### src/rtl/pmic_pkg.sv
// Shared encodings and default delays for the PMIC sequencer timer.
// Delay defaults are in prescaled ticks and are shared with the FSM.
package pmic_pkg;

  typedef enum logic [1:0] {
    ST_IDLE,
    ST_RUN,
    ST_PAUSE,
    ST_DONE
  } state_t;

  localparam logic [1:0] STEP_IO     = 2'd0;
  localparam logic [1:0] STEP_ANALOG = 2'd1;
  localparam logic [1:0] STEP_LOGIC  = 2'd2;
  localparam logic [1:0] STEP_READY  = 2'd3;

  localparam int DEF_PRESCALE   = 100;
  localparam int DEF_DLY_IO     = 500;
  localparam int DEF_DLY_ANALOG = 1000;
  localparam int DEF_DLY_LOGIC  = 200;
  localparam int DEF_DLY_READY  = 50;
  localparam int DEF_WDOG_TICKS = 4000;

  // True when v is a non-negative value representable in w bits.
  function automatic bit fits(input int v, input int w);
    if (v < 0) return 1'b0;
    if (w >= 32) return 1'b1;
    return longint'(v) < (longint'(1) << w);
  endfunction

endpackage

### src/rtl/pmic_prescaler.sv
// Tick generator: one-cycle tick every PRESCALE unheld cycles.
// clr restarts the phase, hold freezes it.
module pmic_prescaler #(
  parameter int PRESCALE = 100
) (
  input  logic clk,
  input  logic reset,
  input  logic clr,
  input  logic hold,
  output logic tick
);

  localparam int PW = (PRESCALE > 1) ? $clog2(PRESCALE) : 1;
  localparam logic [PW-1:0] LAST = PW'(PRESCALE - 1);

  logic [PW-1:0] pre;

  assign tick = !clr && !hold && (pre == LAST);

  // Phase counter wraps at PRESCALE-1; frozen while held.
  always_ff @(posedge clk or negedge reset) begin
    if (!reset) begin
      pre <= '0;
    end else if (clr) begin
      pre <= '0;
    end else if (!hold) begin
      pre <= (pre == LAST) ? '0 : pre + PW'(1);
    end
  end

endmodule

### src/rtl/pmic_seq_timer.sv
// Per-step settle timer answering the PMIC sequencing FSM.
// Optional watchdog in DONE: define PMIC_TIMER_WDOG_EN.
module pmic_seq_timer
  import pmic_pkg::*;
#(
  parameter int PRESCALE   = DEF_PRESCALE,
  parameter int CNT_W      = 16,
  parameter int DLY_IO     = DEF_DLY_IO,
  parameter int DLY_ANALOG = DEF_DLY_ANALOG,
  parameter int DLY_LOGIC  = DEF_DLY_LOGIC,
  parameter int DLY_READY  = DEF_DLY_READY,
  parameter int WDOG_TICKS = DEF_WDOG_TICKS
) (
  input  logic       clk,
  input  logic       reset,
  input  logic       load,
  input  logic       en,
  input  logic       abort,
  output logic       timeOut,
  output logic       busy,
  output logic [1:0] step,
  output logic       err_reload,
  output logic       wdog_fault
);

  if (PRESCALE < 1) begin : g_bad_pre
    $error("PRESCALE must be >= 1");
  end
  if (!fits(DLY_IO, CNT_W) || !fits(DLY_ANALOG, CNT_W) ||
      !fits(DLY_LOGIC, CNT_W) || !fits(DLY_READY, CNT_W)) begin : g_bad_dly
    $error("delay constant does not fit in CNT_W");
  end

  state_t           state_q, state_d;
  logic [CNT_W-1:0] cnt_q, cnt_d;
  logic [1:0]       step_q, step_d;
  logic             to_q, to_d;
  logic             err_q, err_d;
  logic [CNT_W-1:0] dly;
  logic             active;
  logic             tick;
  logic             fire;

  assign active     = (state_q == ST_RUN) || (state_q == ST_PAUSE);
  assign timeOut    = to_q;
  assign busy       = active;
  assign step       = step_q;
  assign err_reload = err_q;

  pmic_prescaler #(
    .PRESCALE(PRESCALE)
  ) u_pre (
    .clk  (clk),
    .reset(reset),
    .clr  (abort || load || !active),
    .hold (!en),
    .tick (tick)
  );

  // Delay lookup for the step currently being timed.
  always_comb begin
    dly = '0;
    unique case (1'b1)
      (step_q == STEP_IO):     dly = CNT_W'(DLY_IO);
      (step_q == STEP_ANALOG): dly = CNT_W'(DLY_ANALOG);
      (step_q == STEP_LOGIC):  dly = CNT_W'(DLY_LOGIC);
      (step_q == STEP_READY):  dly = CNT_W'(DLY_READY);
    endcase
  end

  // Next state: abort beats load beats counting. A pending pulse
  // blocks a zero-delay expiry so timeOut never lasts two cycles.
  always_comb begin
    state_d = state_q;
    cnt_d   = cnt_q;
    step_d  = step_q;
    to_d    = 1'b0;
    err_d   = err_q;
    fire    = 1'b0;
    if (abort) begin
      state_d = ST_IDLE;
      cnt_d   = '0;
      step_d  = STEP_IO;
    end else if (load) begin
      cnt_d = dly;
      if (active && cnt_q != '0) err_d = 1'b1;
      if (dly == '0 && en && !to_q) fire = 1'b1;
      else state_d = en ? ST_RUN : ST_PAUSE;
    end else if (active) begin
      if (!en) begin
        state_d = ST_PAUSE;
      end else begin
        state_d = ST_RUN;
        if (cnt_q == '0) begin
          if (!to_q) fire = 1'b1;
        end else if (tick) begin
          if (cnt_q == CNT_W'(1)) fire = 1'b1;
          else cnt_d = cnt_q - CNT_W'(1);
        end
      end
    end
    if (fire) begin
      to_d    = 1'b1;
      state_d = ST_DONE;
      cnt_d   = '0;
      step_d  = (step_q == STEP_READY) ? STEP_READY : step_q + 2'd1;
    end
  end

  // State and datapath registers.
  always_ff @(posedge clk or negedge reset) begin
    if (!reset) begin
      state_q <= ST_IDLE;
      cnt_q   <= '0;
      step_q  <= STEP_IO;
      to_q    <= 1'b0;
      err_q   <= 1'b0;
    end else begin
      state_q <= state_d;
      cnt_q   <= cnt_d;
      step_q  <= step_d;
      to_q    <= to_d;
      err_q   <= err_d;
    end
  end

`ifdef PMIC_TIMER_WDOG_EN
  if (WDOG_TICKS < 1 || !fits(WDOG_TICKS, CNT_W)) begin : g_bad_wd
    $error("WDOG_TICKS must be >= 1 and fit in CNT_W");
  end

  localparam logic [CNT_W-1:0] WD_LAST = CNT_W'(WDOG_TICKS - 1);

  logic             wd_arm;
  logic             wd_run;
  logic             wd_tick;
  logic             wd_fault_q;
  logic [CNT_W-1:0] wd_cnt;

  assign wd_run     = wd_arm && (state_q == ST_DONE);
  assign wdog_fault = wd_fault_q;

  pmic_prescaler #(
    .PRESCALE(PRESCALE)
  ) u_wd_pre (
    .clk  (clk),
    .reset(reset),
    .clr  (!wd_run || load || abort),
    .hold (1'b0),
    .tick (wd_tick)
  );

  // Watchdog armed by an early-step timeout, cleared by load/abort.
  always_ff @(posedge clk or negedge reset) begin
    if (!reset) begin
      wd_arm     <= 1'b0;
      wd_cnt     <= '0;
      wd_fault_q <= 1'b0;
    end else if (abort) begin
      wd_arm <= 1'b0;
      wd_cnt <= '0;
    end else if (fire) begin
      wd_arm <= (step_q != STEP_READY);
      wd_cnt <= '0;
    end else if (load) begin
      wd_arm <= 1'b0;
      wd_cnt <= '0;
    end else if (wd_tick) begin
      if (wd_cnt == WD_LAST) begin
        wd_fault_q <= 1'b1;
        wd_arm     <= 1'b0;
      end else begin
        wd_cnt <= wd_cnt + CNT_W'(1);
      end
    end
  end
`else
  assign wdog_fault = 1'b0;
`endif

endmodule
### config.mk
export PLATFORM = sky130hd
export DESIGN_NAME = pmic_seq_timer
export DESIGN_NICKNAME = d
export VERILOG_FILES = /design/src/rtl/pmic_pkg.sv /design/src/rtl/pmic_prescaler.sv /design/src/rtl/pmic_seq_timer.sv
export SDC_FILE = /design/constraint.sdc
export NUM_CORES = 1
export LEC_CHECK = 0
export BUFFER_PORTS_ARGS = -buffer_cell sky130_fd_sc_hd__clkbuf_2
export CAP_MARGIN = 30
export CORE_UTILIZATION = 50
export DETAILED_ROUTE_END_ITERATION = 7
export GPL_TIMING_DRIVEN = 1
export PLACE_DENSITY = 0.74
export SYNTH_ARGS = -nofsm -noshare
export SYNTH_HDL_FRONTEND = slang
export SYNTH_SLANG_ARGS = --single-unit
### constraint.sdc
create_clock -name clk -period 2.02 [get_ports clk]
set_input_delay 0.404 -clock clk [delete_from_list [all_inputs] [get_ports clk]]
set_output_delay 0.404 -clock clk [all_outputs]
set_load 0.02 [all_outputs]
==> metrics.yaml <==
route:
  wirelength_um: 4810
  drt_iter0_drc: 101
  via_count: 1768
  routedWlPerCell_um: 16.0
  via_per_inst: 5.87
  drtPass1Iterations: 4
  drc_errors: 0
  ant_nets: 0
global_route:
  grt_pass1_vias: 1655
  grt_max_degree: 30
  grt.total_usage: 0.247
  antenna_found_initial: 0
  grtUsageMet2: 0.384
  use_met3: 0.0511
  use_met1: 0.334
  gr-total-overflow: 0
  top_usage_layer: "met2"
  grt_pass1_wl_um: 7690
sta:
  grt_setup_unrepaired: "yes"
  worst_pin_slew_ns: 0.748
  maxSlewViolCount: 0
  worst_slack_ns: -0.0236
  min_period_ns: 2.04
  max_freq_mhz: 489
  slew_headroom: 0.501
  hold_viol: 0
  finalCritPeriodShare: 1.01
  finalSetupViolCount: 5
  skew_ns: 0.00145
yosys:
  async_flop_share: 1.00
  yosysTopAreaCell: "dfrtp_1"
  synth_top_area_frac: 0.372
  syn_nets: 220
  yosysSeqAreaShare: 0.372
  ys_warn_count: 0
  syn_avg_cell_area_um2: 9.43
  synth_edf_count: 0
  ys_top_cells_by_area: "dfrtp_1 (37%), ha_1 (5.1%), o31ai_1 (5.0%)"
  netlist_area_um2: 1950
  syn_inst: 207
  synth.distinct_cells: 55
  synthFlopType: "dfrtp_1"
  ys_seq_elements: 29
worst_setup_path:
  cpMostUsedCell: "or3_4"
  cp_cell_sequence: "ha_4 -> nand4b_4 -> or3_4 -> o41a_1 -> or3_4 -> a21oi_2"
  critPathLaunchType: "flop"
  cp.arrival_ns: 2.26
  critPathSlowestCell: "dfrtp_1"
  cp.required_ns: 2.23
  crit_type: "reg -> reg"
  slowest_delay_ns: 0.39
  worstSetupEndpointType: "flop"
  critPathMaxFanout: 5
finish:
  n_antenna_cell: 0
  final_common_cell: "buf_4"
  area_delta_synth_final_pct: 25.1
  fin_cells: 301
  layout-drive-gt1-share: 0.320
  fillerInstances: 317
  nets: 266
  final_cell_mix: "buf_4 (37), dfrtp_1 (29), nor2_1 (15)"
floorplanning:
  io_pins: 11
  fp.dieW_um: 64.5
  initial_core_util: 0.525
  die-area_um2: 4160
  core_um2: 3720
  rows: 22
  die_y_um: 64.5
pwr:
  power.total_mw: 1.42
  ir_worst_vdd_v: 0.000443
  power_density_nw_per_um2: 580
  cellLeakagePower_nw: 1.10
run_status:
  status: "finished, violations left"
  violations: "setup timing"
placed_design:
  routabilityCongestion: 0.855
  dp.final_hpwl_um: 3270
  placement.io_buffers: 9
  dpl.cell_count: 286
clocking:
  htree_levels: 2
  root_buffer: "clkbuf_8"
  clkSinkCount: 29
  clk_pin_slew_ns: 0.06
  cts_buffers: 5
  cts_tree: "done"
  clock_path_buffers: 2
  clk_latency_ns: 0.28
hold_path:
  hp-class: "in -> async"
flow_run:
  cap_violations: 0
==> cell families (layout without fill, tap and decap cells) <==
logic type / after synthesis / count (layout) / synth area share
AO/OA/AOI/OAI: 65 / 66 / 0.245
XOR/XNOR: 4 / 4 / 0.0218
adder cells (fa/ha/maj): 8 / 8 / 0.0513
buffers and inverters: 20 / 65 / 0.0545
flip-flops: 29 / 29 / 0.372
multiplexers: 2 / 2 / 0.0109
other: 1 / 1 / 0.00192
AND/OR/NAND/NOR: 78 / 78 / 0.243
==> registers in the layout (all words and copies together), names as in the netlist <==
name	flops
cnt_q	16
err_reload	1
state_q	2
step	2
timeOut	1
u_pre.pre	7
==> worst max-delay path: cells and delay by family, from the launching register on <==
family	cells	cell delay, ns
simple gates	3	0.88
flops	1	0.39
compound gates	2	0.51
fa+ha+maj	1	0.19
==> worst paths after layout <==
| path | depth (start not counted) | slack, ns | from | to |
|---|---|---|---|---|
| max | 6 | -0.02 | u_pre.pre[1]$_DFFE_PN0P_ | step[1]$_DFFE_PN0N_ |
| min | 1 | 0.18 | reset | cnt_q[12]$_DFFE_PN0P_ |
| max reg2reg | 6 | -0.02 | u_pre.pre[1]$_DFFE_PN0P_ | step[1]$_DFFE_PN0N_ |
| min reg2reg | 1 | 0.47 | err_reload$_DFFE_PN0P_ | err_reload$_DFFE_PN0P_ |
| max in group asynchronous | 1 | 1.37 | reset | cnt_q[2]$_DFFE_PN0P_ |
| min in group clk | 3 | 0.45 | abort | step[1]$_DFFE_PN0N_ |
==> Yosys cell counts (2+ instances only) <==
cell and n:
nand3_1 7, nor2_1 15, o41ai_1 3, buf_4 2, nor4_1 3, inv_1 10
or3_1 8, a31oi_1 2, or4_4 2, nor2b_1 2, o31a_1 2, nor3b_1 2
o31ai_1 13, clkbuf_1 3, nand2_1 12, nand2b_1 2, dfrtp_1 29, o211ai_1 8
or4_1 5, a21oi_1 9, o21ai_0 14, o41a_1 2, xor2_1 2, nand4_1 3
and2_1 2, or2_2 3, nor3_1 5, ha_1 8, buf_6 3
==> metal layers <==
metal / share of wire / up-vias
met2: 0.47 / 43
met1: 0.47 / 843
met5: 0 / -
met3: 0.039 / 6
met4: 0.017 / 0
li1: - / 876
==> report_power, final <==
part           switching (mW)  internal (mW)  total (mW)  leakage [nW]
sequential             0.0282          0.604       0.632         0.391
clock                   0.219          0.270       0.489        0.0443
combinational           0.171          0.125       0.295         0.664
==> stage by stage <==
stage / setup WS (ns) / area, um^2 / hold slack (ns) / TNS [ns] / util
finish: -0.0236 / 2440 / 0.177 / -0.0439 / 0.657
global route: -0.0957 / 2440 / 0.253 / -1.11 / 0.657
CTS: -0.00138 / 2360 / 0.215 / -0.00138 / 0.634
detailed placement: -0.0322 / 2250 / 0.459 / -0.214 / 0.605
global placement: -0.0403 / 2250 / 0.451 / -0.320 / 0.605
floorplan: -0.00279 / 1960 / 0.108 / -0.00279 / -
==> cell type report <==
| cell class | count | area (um^2) | share of cell area |
|---|---|---|---|
| clock buffers | 7 | 86.3 | 0.0353 |
| inverters | 11 | 41.3 | 0.0169 |
| multi-input cells | 159 | 1190 | 0.486 |
| flip-flops and latches | 29 | 726 | 0.297 |
| well taps | 48 | 60.1 | 0.0246 |
| repair buffers | 47 | 343 | 0.140 |
==> timing repair <==
action / 4_1_cts / 5_1_grt
setup endpoints to repair: 19 / 19
pin swaps: 1 / 3
resized for setup: 2 / 9
hold buffers: 0 / 0
cloned: 0 / 1
buffers inserted: 2 / 5
(Power assumes the default switching activity.)
